===== src/rtl/async_fifo_wr_arbiter.sv =====
// Packet-granular round-robin arbiter sharing the write port of one async FIFO.
// A packet is granted only when the FIFO reports at least MAXPKT free words.
module async_fifo_wr_arbiter #(
    parameter int NREQ   = 4,
    parameter int DSIZE  = 8,
    parameter int MAXPKT = 4
) (
    input  logic                  wclk,
    input  logic                  wrst_n,
    input  logic [NREQ-1:0]       req_valid,
    input  logic [NREQ-1:0]       req_last,
    input  logic [NREQ*DSIZE-1:0] req_data,
    output logic [NREQ-1:0]       req_ready,
    input  logic                  fifo_wfull,
    input  logic [7:0]            fifo_avail,
    output logic                  fifo_winc,
    output logic [DSIZE-1:0]      fifo_wdata,
    output logic [NREQ-1:0]       grant,
    output logic                  busy,
    output logic [15:0]           pkt_count
);
    localparam int              PW        = (NREQ > 1) ? $clog2(NREQ) : 1;
    localparam logic [7:0]      AVAIL_MIN = 8'(MAXPKT);
    localparam logic [PW-1:0]   LAST_RST  = PW'(NREQ - 1);

    typedef enum logic [0:0] {IDLE = 1'b0, XFER = 1'b1} state_e;

    state_e          state_q, state_d;
    logic [NREQ-1:0] grant_q, grant_d;
    logic [PW-1:0]   last_ptr_q, last_ptr_d;
    logic [15:0]     pkt_count_q, pkt_count_d;

    logic [NREQ-1:0]  win_oh_s;
    logic             found_s;
    logic [PW-1:0]    cand_s;
    logic [PW-1:0]    gnt_idx_s;
    logic [DSIZE-1:0] gnt_data_s;
    logic             gnt_last_s;
    logic             beat_s;

    // Round-robin winner: first valid requester after the previous packet owner.
    always_comb begin
        win_oh_s = '0;
        found_s  = 1'b0;
        cand_s   = '0;
        for (int k = 1; k <= NREQ; k++) begin
            cand_s = PW'((int'(last_ptr_q) + k) % NREQ);
            if (!found_s && req_valid[cand_s]) begin
                win_oh_s[cand_s] = 1'b1;
                found_s          = 1'b1;
            end else begin
                win_oh_s[cand_s] = win_oh_s[cand_s] & found_s;
            end
        end
    end

    // Decode the one-hot grant into an index and select the owner's data/last.
    always_comb begin
        gnt_idx_s  = '0;
        gnt_data_s = '0;
        for (int i = 0; i < NREQ; i++) begin
            gnt_idx_s  = gnt_idx_s | (grant_q[i] ? PW'(i) : PW'(0));
            gnt_data_s = gnt_data_s | (req_data[i*DSIZE +: DSIZE] & {DSIZE{grant_q[i]}});
        end
        gnt_last_s = |(grant_q & req_last);
        beat_s     = (state_q == XFER) & (|(grant_q & req_valid)) & ~fifo_wfull;
    end

    // State register: FSM state, packet owner, round-robin pointer, packet counter.
    always_ff @(posedge wclk or negedge wrst_n) begin
        if (!wrst_n) begin
            state_q     <= IDLE;
            grant_q     <= '0;
            last_ptr_q  <= LAST_RST;
            pkt_count_q <= 16'd0;
        end else begin
            state_q     <= state_d;
            grant_q     <= grant_d;
            last_ptr_q  <= last_ptr_d;
            pkt_count_q <= pkt_count_d;
        end
    end

    // Next-state logic: arbitrate in IDLE, release the grant on the last accepted beat.
    always_comb begin
        state_d     = state_q;
        grant_d     = grant_q;
        last_ptr_d  = last_ptr_q;
        pkt_count_d = pkt_count_q;
        case (state_q)
            IDLE: begin
                if ((|req_valid) && (fifo_avail >= AVAIL_MIN)) begin
                    state_d = XFER;
                    grant_d = win_oh_s;
                end else begin
                    state_d = IDLE;
                    grant_d = '0;
                end
            end
            XFER: begin
                // A lost grant would otherwise wedge the port forever.
                if (grant_q == '0) begin
                    state_d = IDLE;
                    grant_d = '0;
                end else if (beat_s && gnt_last_s) begin
                    state_d     = IDLE;
                    grant_d     = '0;
                    last_ptr_d  = gnt_idx_s;
                    pkt_count_d = pkt_count_q + 16'd1;
                end else begin
                    state_d = XFER;
                end
            end
            default: begin
                state_d = IDLE;
                grant_d = '0;
            end
        endcase
    end

    // Output logic: the owner's handshake is steered straight onto the FIFO port.
    always_comb begin
        busy      = 1'b0;
        req_ready = '0;
        fifo_winc = 1'b0;
        fifo_wdata = '0;
        case (state_q)
            XFER: begin
                busy       = 1'b1;
                req_ready  = grant_q & {NREQ{~fifo_wfull}};
                fifo_winc  = beat_s;
                fifo_wdata = gnt_data_s;
            end
            IDLE: begin
                busy = 1'b0;
            end
            default: begin
                busy = 1'b0;
            end
        endcase
    end

    assign grant     = grant_q;
    assign pkt_count = pkt_count_q;

endmodule


===== config.mk =====
export PLATFORM = sky130hd
export DESIGN_NAME = async_fifo_wr_arbiter
export DESIGN_NICKNAME = d
export VERILOG_FILES = /design/src/rtl/async_fifo_wr_arbiter.sv
export SDC_FILE = /design/constraint.sdc
export NUM_CORES = 1
export LEC_CHECK = 0
export CELL_PAD_IN_SITES_DETAIL_PLACEMENT = 0
export CELL_PAD_IN_SITES_GLOBAL_PLACEMENT = 1
export CORE_MARGIN = 2
export CORE_UTILIZATION = 34
export CTS_BUF_LIST = sky130_fd_sc_hd__clkbuf_4 sky130_fd_sc_hd__clkbuf_8
export DETAILED_ROUTE_END_ITERATION = 8
export GPL_TIMING_DRIVEN = 0
export MAX_ROUTING_LAYER = met4
export PLACE_DENSITY = 0.91
export SLEW_MARGIN = 40
export SYNTH_ARGS = -nofsm -noshare
export SYNTH_HDL_FRONTEND = slang
export SYNTH_SLANG_ARGS = --single-unit

===== constraint.sdc =====
create_clock -name wclk -period 5.51 [get_ports wclk]
set_input_delay 1.102 -clock wclk [delete_from_list [all_inputs] [get_ports wclk]]
set_output_delay 1.102 -clock wclk [all_outputs]
set_load 0.005 [all_outputs]

==> run metrics <==
outcome=complete, no violations; via count=2075; diodes inserted=0; clk slew on worst S/H paths=0.08 ns; violation count after the first detailed-routing iteration=171; Boundary Pins=85; Layout Skew=0.00585 ns; largest net degree at the start of global routing=24; Max-slew headroom=58.8%; worst hold endpoint=pkt_count[15]; DRC viols=0; peak supply drop=0.000143 V; final hold vios=0; Die Area=0.00639 mm2; CTS buffer count=3; worst reg2reg path depth=10; Post-synth top flop=dfrtp_1; Resized cells post-CTS=0; number of global-route vias before repair=2036; initial core utilization=35.4%; MaxCap Viol Count=0; clk_lat worst skew=0.26 ns; Worst-Margin Slew=0.613 ns; drt first pass iters=4; asr flop ratio synth=100%; Layout area overhead=48.4%; CP Capture Type=output pin; period utilization=70.9%; clock sinks=23; CTS Root Cell=clkbuf_8; syn avg cell area=9.24 um2; Post-Layout Cell Count=369; Max Slew Vio Count=0; Leakage=1.14 nW; Fmax=256 MHz; chip width=79.9 um; Die Ht=79.9 um; share of cells above drive strength 1=10.4%; Hold Buf Count CTS=0; nets@finish=357; Synth top area share=26.8%; drt wl/cell=16.3 um; synth top area cells=dfrtp_1 27%, a22oi_1 8.0%, xnor2_1 5.4%, ha_1 5.1%, mux4_2 4.6%; Power Density=428 mW/mm2; Critical Path AT=2.81 ns; CP delay by family, top=buffers and inverters; post-CTS setup buffers=0; Warnings, synthesis=0; # setup viols final=0; H-Tree Level Count=1; Critical Path Most Common Cell=clkdlybuf4s50_1; Netlist cell types=49; port bufs=81; Min-Delay Path Depth=1; clock buffer depth=2; Cell Area, Synth=0.00196 mm2; DR vias/cell=5.62; Buf/Inv on CP=2; dpl hpwl=4550 um; setup slack, reg-to-reg=1.93 ns; RR Startpoint=last_ptr_q[0]; Final ANT Viol Nets=0; number of synthesized flops with an enable pin=0; WP data required=4.41 ns; initial antenna violation count=0; Crit Path Class=in2out; Synth Register Bits=23; Total Wirelength=6020 um; global route overflow=0; # rows=27; first-pass GRT wire length=9580 um; hold path start=pkt_count[15]; cell accounting for the most synthesized area=dfrtp_1; Cells after DPL=365; TritonCTS clock tree=yes; crit-path max cell delay=0.67 ns; All-Layer GR Usage=19.0%; crit-path cells=clkdlybuf4s50_1, a22oi_1, a21boi_0, clkdlybuf4s50_1; RePlAce Congestion=0.849; RSZ-0062 raised after global routing=no; RR Endpoint=grant[3]; CP Launch Type=primary input; WP depth=4; hold crit path type=reg2reg; syn_nets=271; core footprint=0.00554 mm2; post-route setup TNS=0 ns; Post-Syn Instances=212; Seq/Total Area, Yosys=29.5%; CP Max Fanout=8; min Tclk post-route=3.91 ns; crit path max-delay cell type=clkdlybuf4s50_1
-- Yosys cell counts (3+ instances only) --
| master | number |
|---|---|
| a211oi_1 | 3 |
| a21boi_0 | 10 |
| a22oi_1 | 21 |
| and2_1 | 6 |
| and3_1 | 5 |
| buf_2 | 3 |
| clkbuf_1 | 9 |
| dfrtp_1 | 21 |
| ha_1 | 8 |
| inv_1 | 8 |
| mux2_2 | 4 |
| mux4_2 | 4 |
| nand2_1 | 13 |
| nand3_1 | 11 |
| nand4_1 | 4 |
| nor2_1 | 11 |
| nor2b_1 | 4 |
| nor3_1 | 6 |
| nor4_1 | 3 |
| o21ai_0 | 4 |
| o21ai_1 | 4 |
| xnor2_1 | 12 |
| xor2_1 | 3 |
-- power breakdown --
group	switching (mW)	internal [mW]
Sequential	0.0556	0.210
Clock	0.0522	0.0503
Combinational	0.454	0.421
-- metrics by stage --
step / cell area [um2] / util, % / worst slack [ns] / hold slack (ns) / total power [mW]
floorplan: 1960 / - / 2.42 / 0.465 / 0.815
global placement: 2860 / 51.6 / 1.71 / 0.459 / 1.12
detailed placement: 2860 / 51.6 / 1.66 / 0.468 / 1.14
CTS: 2910 / 52.5 / 1.64 / 0.481 / 1.24
global route: 2910 / 52.5 / 1.56 / 0.493 / 1.34
finish: 2910 / 52.5 / 1.60 / 0.474 / 1.24
-- kinds of logic (layout without fill, tap and decap cells) --
family                     count (synthesis)  after routing  share of synthesized area [%]
and+or+nand+nor                           71             71                           19.5
buffers and inverters                     22            107                           5.17
DFF                                       23             23                           29.5
xor gates and xnor gates                  15             15                           6.71
AOI/OAI and AO/OA                         63             63                           26.1
muxes                                     10             10                           7.92
adders and majority gates                  8              8                           5.11
-- placed cells by master, fill, tap and decap left out, drive strengths merged, types with 3 or more instances in the layout --
cell           Yosys  layout
mux4               4       4
nand2             13      13
nor2b              4       4
xor2               3       3
ha                 8       8
nand3             11      11
o41ai              3       3
a211oi             4       4
nand4              4       4
a2111oi            3       3
clkdlybuf4s50      0      80
a21boi            10      10
inv                8       8
clkbuf             9      12
nor4               3       3
xnor2             12      12
dfrtp             21      21
a22oi             21      21
nor2              11      11
a21oi              3       3
o21ai              8       8
buf                5       6
and2               6       6
mux2               4       4
nor3               6       6
and3               5       5
-- flip-flops by register name, indices dropped and copies added, names as in the netlist --
signal	count
pkt_count	16
grant	4
last_ptr_q	2
state_q	1
-- worst max-delay path by stage --
stage                endpoint  slack (ns)          start
floorplan            grant[0]        2.42  last_ptr_q[0]
global placement    fifo_winc        1.71   req_valid[1]
detailed placement  fifo_winc        1.66   req_valid[1]
CTS                 fifo_winc        1.64   req_valid[1]
global route        fifo_winc        1.56   req_valid[1]
finish              fifo_winc        1.60   req_valid[1]
-- layer usage --
| metal | track usage, % | part of all wire (%) | up-vias |
|---|---|---|---|
| met5 | - | 0 | - |
| met4 | 4.58 | 0.80 | 0 |
| met3 | 3.39 | 10 | 4 |
| met2 | 34.8 | 49 | 91 |
| met1 | 21.5 | 40 | 1010 |
| li1 | - | - | 970 |
-- layout make-up --
class / instances / area [um2]
fill: 533 / 2630
multi-input combinational: 167 / 1290
timing repair buffer: 81 / 806
sequential: 23 / 578
tap: 72 / 90.1
buffer: 14 / 71.3
clock buffer: 3 / 41.3
inverter: 8 / 30.0
clock inverter: 1 / 5.00
(Power assumes the default switching activity.)
